## src/rtl/wbr_out_if.sv

```systemverilog
// Output wrapper boundary register signal bundle.
// Optional safe-state input is present only when WBR_OUT_SAFE_EN is defined.
interface wbr_out_if;
   logic       WPSI4;
   logic       Core_VALID;
   logic [7:0] CoreOUT_DOUT;
   logic       wse_outputs;
   logic       capture_outputs;
   logic       update_outputs;
   logic       test_mode;
`ifdef WBR_OUT_SAFE_EN
   logic       safe_state;
`endif
   logic       VALID;
   logic [7:0] DOUT;
   logic       WPSO4;
   logic       shift_done;

   // Boundary-register side.
   modport slave (
`ifdef WBR_OUT_SAFE_EN
      input  safe_state,
`endif
      input  WPSI4,
      input  Core_VALID,
      input  CoreOUT_DOUT,
      input  wse_outputs,
      input  capture_outputs,
      input  update_outputs,
      input  test_mode,
      output VALID,
      output DOUT,
      output WPSO4,
      output shift_done
   );

   // Controller / core side.
   modport master (
`ifdef WBR_OUT_SAFE_EN
      output safe_state,
`endif
      output WPSI4,
      output Core_VALID,
      output CoreOUT_DOUT,
      output wse_outputs,
      output capture_outputs,
      output update_outputs,
      output test_mode,
      input  VALID,
      input  DOUT,
      input  WPSO4,
      input  shift_done
   );
endinterface

```

## src/rtl/wbr_out.sv

```systemverilog
// Output wrapper boundary register: 9 cells (cell 0 = VALID, cells 1..8 = DOUT[7:0]),
// each with a shift flop and an update flop.
// Optional feature: define WBR_OUT_SAFE_EN to add a safe_state pin-forcing input.
module wbr_out (
   input logic     CLK,
   input logic     resetn,
   wbr_out_if.slave bus
);

   // The operation is chosen fresh every cycle from the control inputs, so the
   // state is decoded combinationally and acted upon at the next rising edge.
   typedef enum logic [1:0] {StIdle, StCapture, StShift, StUpdate} state_e;

   localparam logic [3:0] ShiftLen = 4'd9;

   state_e     state;
   logic [8:0] sr_q, sr_d;
   logic [8:0] up_q, up_d;
   logic [3:0] cnt_q, cnt_d;

   // Operation select: capture > shift > update > idle.
   always_comb begin
      state = StIdle;
      if (bus.capture_outputs) begin
         state = StCapture;
      end else if (bus.wse_outputs) begin
         state = StShift;
      end else if (bus.update_outputs) begin
         state = StUpdate;
      end
   end

   // Next-state for shift stage, update stage and shift counter.
   always_comb begin
      sr_d  = sr_q;
      up_d  = up_q;
      cnt_d = cnt_q;
      unique case (state)
         StCapture: begin
            sr_d  = {bus.CoreOUT_DOUT, bus.Core_VALID};
            cnt_d = 4'd0;
         end
         StShift: begin
            sr_d = {sr_q[7:0], bus.WPSI4};
            if (cnt_q != ShiftLen) begin
               cnt_d = cnt_q + 4'd1;
            end
         end
         StUpdate: begin
            up_d = sr_q;
         end
         default: ;
      endcase
   end

   // State registers with asynchronous active-low clear.
   always_ff @(posedge CLK or negedge resetn) begin
      if (!resetn) begin
         sr_q  <= '0;
         up_q  <= '0;
         cnt_q <= '0;
      end else begin
         sr_q  <= sr_d;
         up_q  <= up_d;
         cnt_q <= cnt_d;
      end
   end

   assign bus.WPSO4      = sr_q[8];
   assign bus.shift_done = (cnt_q == ShiftLen);

   // Pin drive: functional pass-through or update stage, optionally forced safe.
   always_comb begin
      if (bus.test_mode) begin
         bus.VALID = up_q[0];
         bus.DOUT  = up_q[8:1];
      end else begin
         bus.VALID = bus.Core_VALID;
         bus.DOUT  = bus.CoreOUT_DOUT;
      end
`ifdef WBR_OUT_SAFE_EN
      if (bus.safe_state) begin
         bus.VALID = 1'b0;
         bus.DOUT  = 8'h00;
      end
`endif
   end

endmodule

```

## src/flat_wrapper.sv

```systemverilog
// flat-port wrapper written by rule: the top's interface ports become plain ports
module wbr_out_flat 
  (CLK, resetn, bus_WPSI4, bus_Core_VALID, bus_CoreOUT_DOUT, bus_wse_outputs, bus_capture_outputs, bus_update_outputs, bus_test_mode, bus_VALID, bus_DOUT, bus_WPSO4, bus_shift_done);
  wbr_out_if bus_i ();
  input logic CLK;
  input logic resetn;
  input wire logic [$bits(bus_i.WPSI4)-1:0] bus_WPSI4;
  input wire logic [$bits(bus_i.Core_VALID)-1:0] bus_Core_VALID;
  input wire logic [$bits(bus_i.CoreOUT_DOUT)-1:0] bus_CoreOUT_DOUT;
  input wire logic [$bits(bus_i.wse_outputs)-1:0] bus_wse_outputs;
  input wire logic [$bits(bus_i.capture_outputs)-1:0] bus_capture_outputs;
  input wire logic [$bits(bus_i.update_outputs)-1:0] bus_update_outputs;
  input wire logic [$bits(bus_i.test_mode)-1:0] bus_test_mode;
  output wire logic [$bits(bus_i.VALID)-1:0] bus_VALID;
  output wire logic [$bits(bus_i.DOUT)-1:0] bus_DOUT;
  output wire logic [$bits(bus_i.WPSO4)-1:0] bus_WPSO4;
  output wire logic [$bits(bus_i.shift_done)-1:0] bus_shift_done;
  assign bus_i.WPSI4 = bus_WPSI4;
  assign bus_i.Core_VALID = bus_Core_VALID;
  assign bus_i.CoreOUT_DOUT = bus_CoreOUT_DOUT;
  assign bus_i.wse_outputs = bus_wse_outputs;
  assign bus_i.capture_outputs = bus_capture_outputs;
  assign bus_i.update_outputs = bus_update_outputs;
  assign bus_i.test_mode = bus_test_mode;
  assign bus_VALID = bus_i.VALID;
  assign bus_DOUT = bus_i.DOUT;
  assign bus_WPSO4 = bus_i.WPSO4;
  assign bus_shift_done = bus_i.shift_done;
  wbr_out u_core (.CLK(CLK), .resetn(resetn), .bus(bus_i));
endmodule
```

## config.mk

```make
export PLATFORM = sky130hd
export DESIGN_NAME = wbr_out_flat
export DESIGN_NICKNAME = d
export VERILOG_FILES = /design/src/rtl/wbr_out_if.sv /design/src/rtl/wbr_out.sv /design/src/flat_wrapper.sv
export SDC_FILE = /design/constraint.sdc
export NUM_CORES = 1
export LEC_CHECK = 0
export ABC_AREA = 1
export BUFFER_PORTS_ARGS = -buffer_cell sky130_fd_sc_hd__buf_2
export CAP_MARGIN = 20
export CORE_AREA = 2 2 55 57
export DETAILED_ROUTE_END_ITERATION = 16
export DIE_AREA = 0 0 57 59
export PLACE_DENSITY = 0.69
export SYNTH_ARGS = -nofsm -noshare
export SYNTH_HDL_FRONTEND = slang
export SYNTH_SLANG_ARGS = --single-unit
```

## constraint.sdc

```tcl
create_clock -name CLK -period 1.1 [get_ports CLK]
set_clock_uncertainty 0.05 [all_clocks]
set_input_delay 0.11 -clock CLK [delete_from_list [all_inputs] [get_ports CLK]]
set_output_delay 0.11 -clock CLK [all_outputs]
set_load 0.005 [all_outputs]
```

==> flow_metrics.py, run 1 <==
metrics = {
    "outcome": {
        "status": "finished with violations",
        "violations": "negative setup slack",
    },
    "pwr": {
        "combinationalPowerShare_pct": 26.1,
        "seqPwrFrac_pct": 46.3,
        "internal_power_mw": 1.600,
        "leakagePower_nw": 0.8238,
        "ir_drop_mv": 1.106,
        "swShare_pct": 27.72,
        "p_per_area_mw_per_mm2": 1433,
        "p_sw_mw": 0.6139,
        "p_clk_share_pct": 27.6,
    },
    "setup_path": {
        "path_class": "reg -> out",
        "cp_max_fo": 2,
        "rrSetupSlack_ns": -0.17,
        "startpoint": "u_core.cnt_q[1]",
        "cp-end-kind": "primary output",
        "start_kind": "register",
        "rr_worst_depth": 8,
        "critPathArrivalTime_ns": 1.16,
        "r2r-start": "u_core.cnt_q[1]",
        "crit_required_ns": 0.94,
        "r2r_end": "u_core.cnt_q[0]",
    },
    "worst_hold_path": {
        "holdPathEnd": "u_core.sr_q[3]",
        "holdCritStartpoint": "bus_CoreOUT_DOUT[2]",
        "holdPathStages": 3,
        "hp-class": "in -> reg",
    },
    "layout": {
        "area_growth_pct": 28.38,
        "num_antenna_cells": 0,
        "fillers": 260,
        "layout-drive-gt1-share_pct": 29.35,
        "nNetsFinal": 207,
        "fin_area_mm2": 0.001545,
    },
    "drt": {
        "wl_um": 2571,
        "firstDrtPassIters": 4,
        "drc": 0,
        "wl_per_cell_um": 11.96,
        "ant_nets": 0,
        "vias_per_cell": 4.819,
        "vias": 1036,
        "drtIter0Drc": 22,
    },
    "grt": {
        "grt_pass1_wl_um": 4333,
        "grt_usage_pct": 16.67,
        "grt_pass1_vias": 962,
        "grt_max_degree": 23,
        "overflow": 0,
        "antenna_found_initial": 0,
    },
    "floorplan": {
        "die_y_um": 59,
        "initial_utilization_pct": 44.41,
        "die_area_mm2": 0.003363,
        "die_w_um": 57,
        "io_pins": 27,
        "rows": 19,
        "coreArea_mm2": 0.002710,
    },
    "cts": {
        "clkLatencyLatePin_ns": 0.31,
        "clkSinkCount": 22,
        "numCtsBuffers": 3,
        "htreeDepth": 1,
        "cts_root_buf": "clkbuf_4",
        "clk_pin_slew_ns": 0.13,
        "cts_buffer_depth": 2,
        "cts_tree": "yes",
    },
    "placed_design": {
        "port_buffers": 26,
        "dpl_cell_area_mm2": 0.001430,
        "place.gp.congestion": 0.7371,
        "dp_slack_ns": -0.2283,
        "dpl.hpwl_um": 1953,
    },
    "synth": {
        "synth_commonest_cells": "inv_1 (26), dfrtp_1 (22), nand2_1 (22)",
        "ys_seq_area_share_pct": 45.74,
        "syn_inst": 145,
        "synthDistinctLibCells": 21,
        "synth-seq-cells": 22,
        "yosys.area.top_type": "dfrtp_1",
        "synth_edf_count": 0,
        "syn_avg_cell_area_um2": 8.301,
        "synth_nets": 167,
        "synthMostInstantiatedCell": "inv_1",
        "synth.area.top_cells": "dfrtp_1 (46%), inv_1 (8.1%), nand2_1 (6.9%)",
        "synth_area_mm2": 0.001204,
        "ys.flop_type": "dfrtp_1",
        "async_flop_share_pct": 100.0,
        "netlist.area_leader.share_pct": 45.74,
        "yosys_warnings": 0,
    },
    "timing": {
        "post-route-period-util_pct": 119.9,
        "fin_ws_ns": -0.2187,
        "setup_viol": 10,
        "layout_min_cycle_time_ns": 1.319,
        "hold_viol_final": 0,
        "maxSlewViolCount": 0,
        "timing.fmax_ghz": 0.7583,
        "slew-limit-headroom_pct": 66.91,
        "tightest_slew_ns": 0.4963,
        "rsz0062_at_grt": "yes",
    },
    "flow_run": {
        "maxCapViolCount": 0,
    },
}
==> cells in the final DEF (no fill, tap or decap), types with 2 or more instances in the layout <==
master,n
a21oi_1,14
a22oi_1,5
buf_2,24
buf_4,12
buf_6,2
clkbuf_4,3
dfrtp_1,22
ha_1,4
ha_2,2
inv_1,26
mux2_4,2
nand2_1,22
nand2_4,3
nand3_1,8
nor2_1,10
o211ai_1,3
o21ai_0,5
o21ai_1,8
==> power by group through the flow <==
stage	registers (mW)	clock network, mW	logic [mW]
floorplan	1.03	0	0.326
global placement	1.04	0	0.493
detailed placement	1.04	0	0.516
CTS	1.02	0.627	0.575
global route	1.05	0.660	0.655
finish	1.02	0.611	0.579
==> state kept, by name, summed over array words and instances, names as in the netlist <==
| signal | cells |
|---|---|
| u_core.up_q | 9 |
| u_core.sr_q | 9 |
| u_core.cnt_q | 4 |
==> area by class of cell <==
cell class / count / area, µm² / area share (%)
Sequential cell: 22 / 550.5 / 35.63
Multi-Input combinational cell: 91 / 539.3 / 34.90
Timing Repair Buffer: 40 / 262.8 / 17.00
Inverter: 27 / 101.3 / 6.559
Tap cell: 31 / 38.79 / 2.510
Clock inverter: 1 / 30.03 / 1.943
Clock buffer: 3 / 22.52 / 1.457
==> worst max-delay path by stage <==
stage	end	slack, ns	cells past startpoint
floorplan	u_core.up_q[7]	-0.01	8
detailed placement	u_core.sr_q[2]	-0.23	7
global route	bus_shift_done	-0.29	5
finish	bus_shift_done	-0.22	5
CTS	bus_shift_done	-0.22	5
global placement	u_core.sr_q[3]	-0.14	7
==> kinds of logic after synthesis <==
family | count (synthesis) | share of synthesized area [%]
simple gates | 46 | 17.36
compound gates | 36 | 16.63
buf+inv | 32 | 11.43
flops | 22 | 45.74
fa+ha+maj | 6 | 6.237
mux | 2 | 1.871
xor+xnor | 1 | 0.7278
==> timing repair <==
item / CTS / global route
pin swaps: 7 / 0
gates resized for setup: 11 / 1
endpoints found under the setup margin: 14 / 14
hold endpoints to repair: 22 / 0
buffers inserted: 3 / 1
hold buffers: 1 / 0
==> routing by layer <==
metal | wire length (µm) | vias up | part of all wire [%] | track usage [%]
li1 | - | 547 | - | -
met1 | 1213 | 463 | 47 | 21.94
met2 | 1209 | 22 | 47 | 28.57
met3 | 117 | 4 | 4.6 | 1.965
met4 | 30 | 0 | 1.2 | 5.980
met5 | 0 | - | 0 | 0
==> worst max-delay path, stage by stage, from the launching register on <==
cell     delay [ns]
dfrtp_1        0.40
inv_1          0.06
ha_2           0.17
nand3_2        0.08
inv_1          0.06
buf_2          0.10
==> per-stage QoR <==
step	utilization [%]	setup TNS, ns	hold slack, ns	std cells	power (mW)
detailed placement	52.77	-3.315	0.05146	206	1.560
CTS	56.65	-1.082	0.0001978	214	2.226
global route	57.02	-1.979	0.002806	215	2.362
global placement	52.77	-2.245	0.05402	206	1.531
finish	57.02	-1.099	0.0002273	215	2.214
floorplan	-	-0.01090	-0.2356	145	1.352
Note: power is estimated with default switching activity, not from simulation.
==> run 2: changes to the inputs <==
--- a/config.mk
+++ b/config.mk
@@ -8,10 +8,12 @@
 export ABC_AREA = 1
 export BUFFER_PORTS_ARGS = -buffer_cell sky130_fd_sc_hd__buf_2
 export CAP_MARGIN = 20
-export CORE_AREA = 2 2 55 57
+export CELL_PAD_IN_SITES_DETAIL_PLACEMENT = 2
+export CELL_PAD_IN_SITES_GLOBAL_PLACEMENT = 2
+export CORE_AREA = 2 2 70 72
 export DETAILED_ROUTE_END_ITERATION = 16
-export DIE_AREA = 0 0 57 59
-export PLACE_DENSITY = 0.69
+export DIE_AREA = 0 0 72 74
+export PLACE_DENSITY_LB_ADDON = 0.1
 export SYNTH_ARGS = -nofsm -noshare
 export SYNTH_HDL_FRONTEND = slang
 export SYNTH_SLANG_ARGS = --single-unit
==> run 2 against run 1 <==
The run still ends with negative setup slack left. Clock power shrank 15%. Cell count grew 13%. Final area grew 10%. Total power grew 0.94%. Clock-buffer cell count is the same. Sequential share of layout area shrank 3.3 points. Worst setup slack gained 0.082 ns. Sequential power is essentially flat. Fmax grew 6.7%. Utilization shrank 20 points. First-iteration DRC count grew 36%. Critical endpoint unchanged. Largest power group unchanged.
==> flow_metrics.py, run 2 (synthesis gave the netlist of run 1 again) <==
metrics = {
    "timing": {
        "rsz0062_at_grt": "yes",
        "timing.fmax_ghz": 0.8088,
        "slew-limit-headroom_pct": 63.30,
        "finalSetupTns_ns": -0.7126,
        "hold_slack_ns": 0.05800,
        "layout_min_cycle_time_ns": 1.236,
        "post-route-period-util_pct": 112.4,
        "hold_viol_final": 0,
        "fin_ws_ns": -0.1364,
        "setup_viol": 7,
        "tightest_slew_ns": 0.5506,
        "maxSlewViolCount": 0,
    },
    "floorplan": {
        "coreArea_mm2": 0.004598,
        "die_w_um": 72,
        "die_y_um": 74,
        "rows": 25,
        "die_area_mm2": 0.005328,
        "io_pins": 27,
        "initial_utilization_pct": 26.18,
    },
    "layout": {
        "top_regs": "u_core.sr_q (9), u_core.up_q (9), u_core.cnt_q (4)",
        "area_growth_pct": 41.68,
        "layout-drive-gt1-share_pct": 38.10,
        "num_antenna_cells": 0,
        "final_cells": 243,
        "nNetsFinal": 213,
        "layout_common_cells": "inv_1 (23), buf_2 (23), dfrtp_1 (22)",
    },
    "placed_design": {
        "port_buffers": 26,
        "place.gp.congestion": 0.7678,
        "dpl.hpwl_um": 2632,
        "place_inst": 230,
    },
    "cts": {
        "cts_root_buf": "clkbuf_8",
        "cts_tree": "yes",
        "cts_buffer_depth": 2,
        "clkLatencyLatePin_ns": 0.26,
        "numCtsBuffers": 3,
        "clkSinkCount": 22,
        "htreeDepth": 1,
        "clk_pin_slew_ns": 0.08,
    },
    "setup_path": {
        "path_cells": "ha_4 > nand3_4 > inv_2 > buf_6",
        "critPathArrivalTime_ns": 1.08,
        "cp_max_fo": 2,
        "path_class": "reg -> out",
        "cp-end-kind": "primary output",
        "crit_required_ns": 0.94,
        "crit_family": "flip-flops",
        "start_kind": "register",
        "crit_path_top_delay_cell": "dfrtp_1",
        "max_stage_delay_ns": 0.43,
        "critPathBufInv": 2,
    },
    "pwr": {
        "p_per_area_mw_per_mm2": 1311,
        "ir_drop_mv": 0.3984,
        "leakagePower_nw": 0.8500,
        "power_mw": 2.235,
    },
    "drt": {
        "wl_um": 3717,
        "vias": 1132,
        "ant_nets": 0,
        "wl_per_cell_um": 15.30,
        "drc": 0,
        "vias_per_cell": 4.658,
        "firstDrtPassIters": 2,
        "drtIter0Drc": 30,
    },
    "outcome": {
        "status": "finished with violations",
        "violations": "negative setup slack",
    },
    "grt": {
        "grt_pass1_vias": 1225,
        "overflow": 0,
        "antenna_found_initial": 0,
        "grt_usage_pct": 14.43,
        "grt_pass1_wl_um": 5892,
        "grt_max_degree": 23,
    },
    "worst_hold_path": {
        "hp-class": "in -> reg",
    },
    "flow_run": {
        "maxCapViolCount": 0,
    },
}
run 2: final cells by class:
| class | instances | area [µm²] |
|---|---|---|
| Clock buffer | 3 | 41.29 |
| Fill cell | 521 | 2893 |
| Inverter | 27 | 101.3 |
| Multi-Input combinational cell | 91 | 635.6 |
| Sequential cell | 22 | 550.5 |
| Tap cell | 54 | 67.56 |
| Timing Repair Buffer | 46 | 309.0 |
run 2: worst register-to-register path, cell delays in order (launching register included):
cell and delay (ns):
dfrtp_1 0.39, inv_2 0.07, ha_4 0.13, nand3_4 0.07
buf_6 0.14, nand2_8 0.08, nand2_4 0.07, nand3_2 0.06
nand2_2 0.04
run 2: final timing paths:
check	end	slack (ns)	startpoint	cells after the start
min in group asynchronous	u_core.up_q[7]	0.31	resetn	2
worst max-delay path	bus_shift_done	-0.14	u_core.cnt_q[0]	4
max in group asynchronous	u_core.sr_q[0]	0.33	resetn	2
worst min-delay path	u_core.sr_q[4]	0.06	bus_CoreOUT_DOUT[3]	3
worst max register to register	u_core.cnt_q[1]	-0.10	u_core.cnt_q[1]	8
worst min register to register	u_core.up_q[6]	0.49	u_core.sr_q[6]	2
run 2: where the power goes:
group          total, mW  switching [mW]  leakage (nW)  internal, mW
sequential          1.03          0.0787         0.258         0.954
combinational      0.683           0.353         0.570         0.330
clock              0.520           0.275        0.0216         0.245
total               2.23           0.707         0.850          1.53
run 2: what timing repair did:
action | 4_1_cts | 5_1_grt
endpoints found under the setup margin | 8 | 23
endpoints found under the hold margin | 22 | 0
hold buffers | 1 | 0
resized for setup | 14 | 19
pin swaps | 5 | 3
buffers inserted | 4 | 6
run 2: through the flow:
step / util (%) / area (µm²) / worst slack (ns)
2_1_floorplan: - / 1230 / -0.01090
3_3_place_gp: 31.62 / 1454 / -0.2069
3_5_place_dp: 31.62 / 1454 / -0.2631
4_1_cts: 34.64 / 1593 / -0.1535
5_1_grt: 37.09 / 1705 / -0.2029
6_report: 37.09 / 1705 / -0.1364
run 2: per-layer routing:
metal | GRT usage [%] | share of wire, % | wire, µm
met5 | 0 | 0 | 0
met4 | 4.403 | 1.0 | 39
met3 | 0.9485 | 1.8 | 68
met2 | 25.93 | 53 | 1980
met1 | 18.75 | 44 | 1629
==> run 3: changes to the inputs <==
--- a/config.mk
+++ b/config.mk
@@ -6,14 +6,15 @@
 export NUM_CORES = 1
 export LEC_CHECK = 0
 export ABC_AREA = 1
-export BUFFER_PORTS_ARGS = -buffer_cell sky130_fd_sc_hd__buf_2
 export CAP_MARGIN = 20
 export CELL_PAD_IN_SITES_DETAIL_PLACEMENT = 2
 export CELL_PAD_IN_SITES_GLOBAL_PLACEMENT = 2
-export CORE_AREA = 2 2 70 72
+export CORE_AREA = 2 2 65 67
 export DETAILED_ROUTE_END_ITERATION = 16
-export DIE_AREA = 0 0 72 74
+export DIE_AREA = 0 0 67 69
+export DONT_BUFFER_PORTS = 1
 export PLACE_DENSITY_LB_ADDON = 0.1
+export RECOVER_POWER = 100
 export SYNTH_ARGS = -nofsm -noshare
 export SYNTH_HDL_FRONTEND = slang
 export SYNTH_SLANG_ARGS = --single-unit
==> run 3 against run 2 <==
The run still ends with negative setup slack left. Non-clock buffer count decreased by 25. Sequential power hardly changed. Hold slack improved by 0.028 ns. Global-route usage increased by 0.77 points. Total power is 8.9% lower. Clock-buffer cell count stayed put. Clock power down 3%. Die area fell by 13%. Sequential share of layout area increased by 4.1 points. Critical path type unchanged. Largest cell class unchanged.
==> flow_metrics.py, run 3 (synthesis gave the netlist of run 1 again) <==
metrics = {
    "outcome": {
        "status": "finished with violations",
        "violations": "negative setup slack",
    },
    "drt": {
        "wl_um": 3260,
        "vias": 1051,
        "ant_nets": 0,
        "wl_per_cell_um": 15.23,
        "drtIter0Drc": 10,
        "drc": 0,
        "vias_per_cell": 4.911,
        "firstDrtPassIters": 4,
    },
    "timing": {
        "rsz0062_at_grt": "yes",
        "slew-limit-headroom_pct": 66.42,
        "fin_ws_ns": -0.1893,
        "layout_min_cycle_time_ns": 1.289,
        "hold_viol_final": 0,
        "tightest_slew_ns": 0.5021,
        "timing.fmax_ghz": 0.7756,
        "setup_viol": 5,
        "hold_slack_ns": 0.08563,
        "finalSetupTns_ns": -0.6823,
        "post-route-period-util_pct": 117.2,
        "maxSlewViolCount": 0,
    },
    "cts": {
        "clkLatencyLatePin_ns": 0.26,
        "cts_root_buf": "clkbuf_8",
        "cts_tree": "yes",
        "cts_buffer_depth": 2,
        "clkSinkCount": 22,
        "htreeDepth": 1,
        "clk_pin_slew_ns": 0.08,
        "numCtsBuffers": 3,
    },
    "flow_run": {
        "maxCapViolCount": 0,
    },
    "setup_path": {
        "cp_max_fo": 2,
        "crit_required_ns": 0.94,
        "critPathArrivalTime_ns": 1.13,
        "start_kind": "register",
        "cp-end-kind": "primary output",
        "path_class": "reg -> out",
        "rr_worst_depth": 8,
    },
    "pwr": {
        "p_clk_share_pct": 24.7,
        "combinationalPowerShare_pct": 24.6,
        "ir_drop_mv": 0.5154,
        "swShare_pct": 30.44,
        "internal_power_mw": 1.416,
        "p_per_area_mw_per_mm2": 1344,
        "p_sw_mw": 0.6199,
        "leakagePower_nw": 0.7394,
        "seqPwrFrac_pct": 50.7,
        "power_mw": 2.036,
    },
    "placed_design": {
        "place.gp.congestion": 0.7637,
        "dpl_cell_area_mm2": 0.001341,
        "dpl.hpwl_um": 2326,
        "port_buffers": 0,
    },
    "layout": {
        "fin_area_mm2": 0.001515,
        "num_antenna_cells": 0,
        "area_growth_pct": 25.88,
        "layout-drive-gt1-share_pct": 18.29,
        "top_regs": "u_core.sr_q (9), u_core.up_q (9), u_core.cnt_q (4)",
        "nNetsFinal": 188,
        "fin_util_pct": 38.71,
        "layout_common_cells": "inv_1 (25), nand2_1 (22), dfrtp_1 (22)",
        "final_common_cell": "inv_1",
        "fillers": 459,
    },
    "floorplan": {
        "die_w_um": 67,
        "die_y_um": 69,
        "rows": 23,
        "initial_utilization_pct": 30.75,
        "die_area_mm2": 0.004623,
        "coreArea_mm2": 0.003914,
        "io_pins": 27,
    },
    "grt": {
        "grt_max_degree": 23,
        "grt_pass1_vias": 1180,
        "overflow": 0,
        "antenna_found_initial": 0,
        "grt_usage_pct": 15.20,
        "grt_pass1_wl_um": 5430,
    },
    "worst_hold_path": {
        "hp-class": "in -> reg",
        "holdPathStages": 4,
    },
}
run 3: cell types whose count changed in the layout (fill, tap and decap cells not counted), moves of 3 or more:
cell / change
buf_2: -23
buf_4: -9
buf_6: -3
dlygate4sd3_1: +8
ha_4: -3
o21ai_0: +6
o21ai_1: -5
run 3: critical path, cell delays in order, from the launching register on:
cell and delay (ns):
dfrtp_1 0.39, inv_1 0.06, ha_2 0.17, nand3_2 0.08, buf_6 0.13, inv_2 0.04
run 3: final cells by class:
class	instances	area [µm²]	area share (%)
Multi-Input combinational cell	91	561.8	37.08
Sequential cell	22	550.5	36.33
Timing Repair Buffer	21	197.7	13.05
Clock buffer	3	41.29	2.725
Inverter	27	101.3	6.689
Tap cell	50	62.56	4.129
run 3: worst paths after layout:
path / slack [ns] / startpoint / endpoint
max: -0.19 / u_core.cnt_q[1] / bus_shift_done
min: 0.09 / bus_WPSI4 / u_core.sr_q[0]
max reg2reg: -0.15 / u_core.cnt_q[1] / u_core.cnt_q[3]
min reg2reg: 0.48 / u_core.up_q[5] / u_core.up_q[5]
max in group asynchronous: 0.10 / resetn / u_core.sr_q[2]
min in group asynchronous: 0.20 / resetn / u_core.up_q[6]
run 3: power groups by stage:
stage,clock [mW],sequential [mW],combinational (mW)
after global routing,0.551,1.06,0.582
after CTS,0.522,1.04,0.498
after global placement,0,1.04,0.423
after detailed placement,0,1.05,0.442
final,0.502,1.03,0.501
after floorplan,0,1.03,0.326
run 3: metrics by stage:
step	setup slack, ns	instances
final	-0.1893	214
after global routing	-0.2696	214
after CTS	-0.2066	211
after detailed placement	-0.2426	198
after global placement	-0.1969	198
after floorplan	-0.01090	145
run 3: per-layer routing:
layer  part of all wire (%)  wire (µm)  GRT usage, %
met5                      0          0             0
met4                   0.83         27         4.535
met3                    3.4        112         2.773
met2                     55       1780         27.28
met1                     41       1340         17.82
run 3: timing repair:
action | in CTS | in global routing
hold buffers | 9 | 0
endpoints found under the setup margin | 6 | 10
pin swaps | 1 | 1
endpoints found under the hold margin | 30 | 0
setup buffers | 1 | 2
resized for setup | 4 | 7
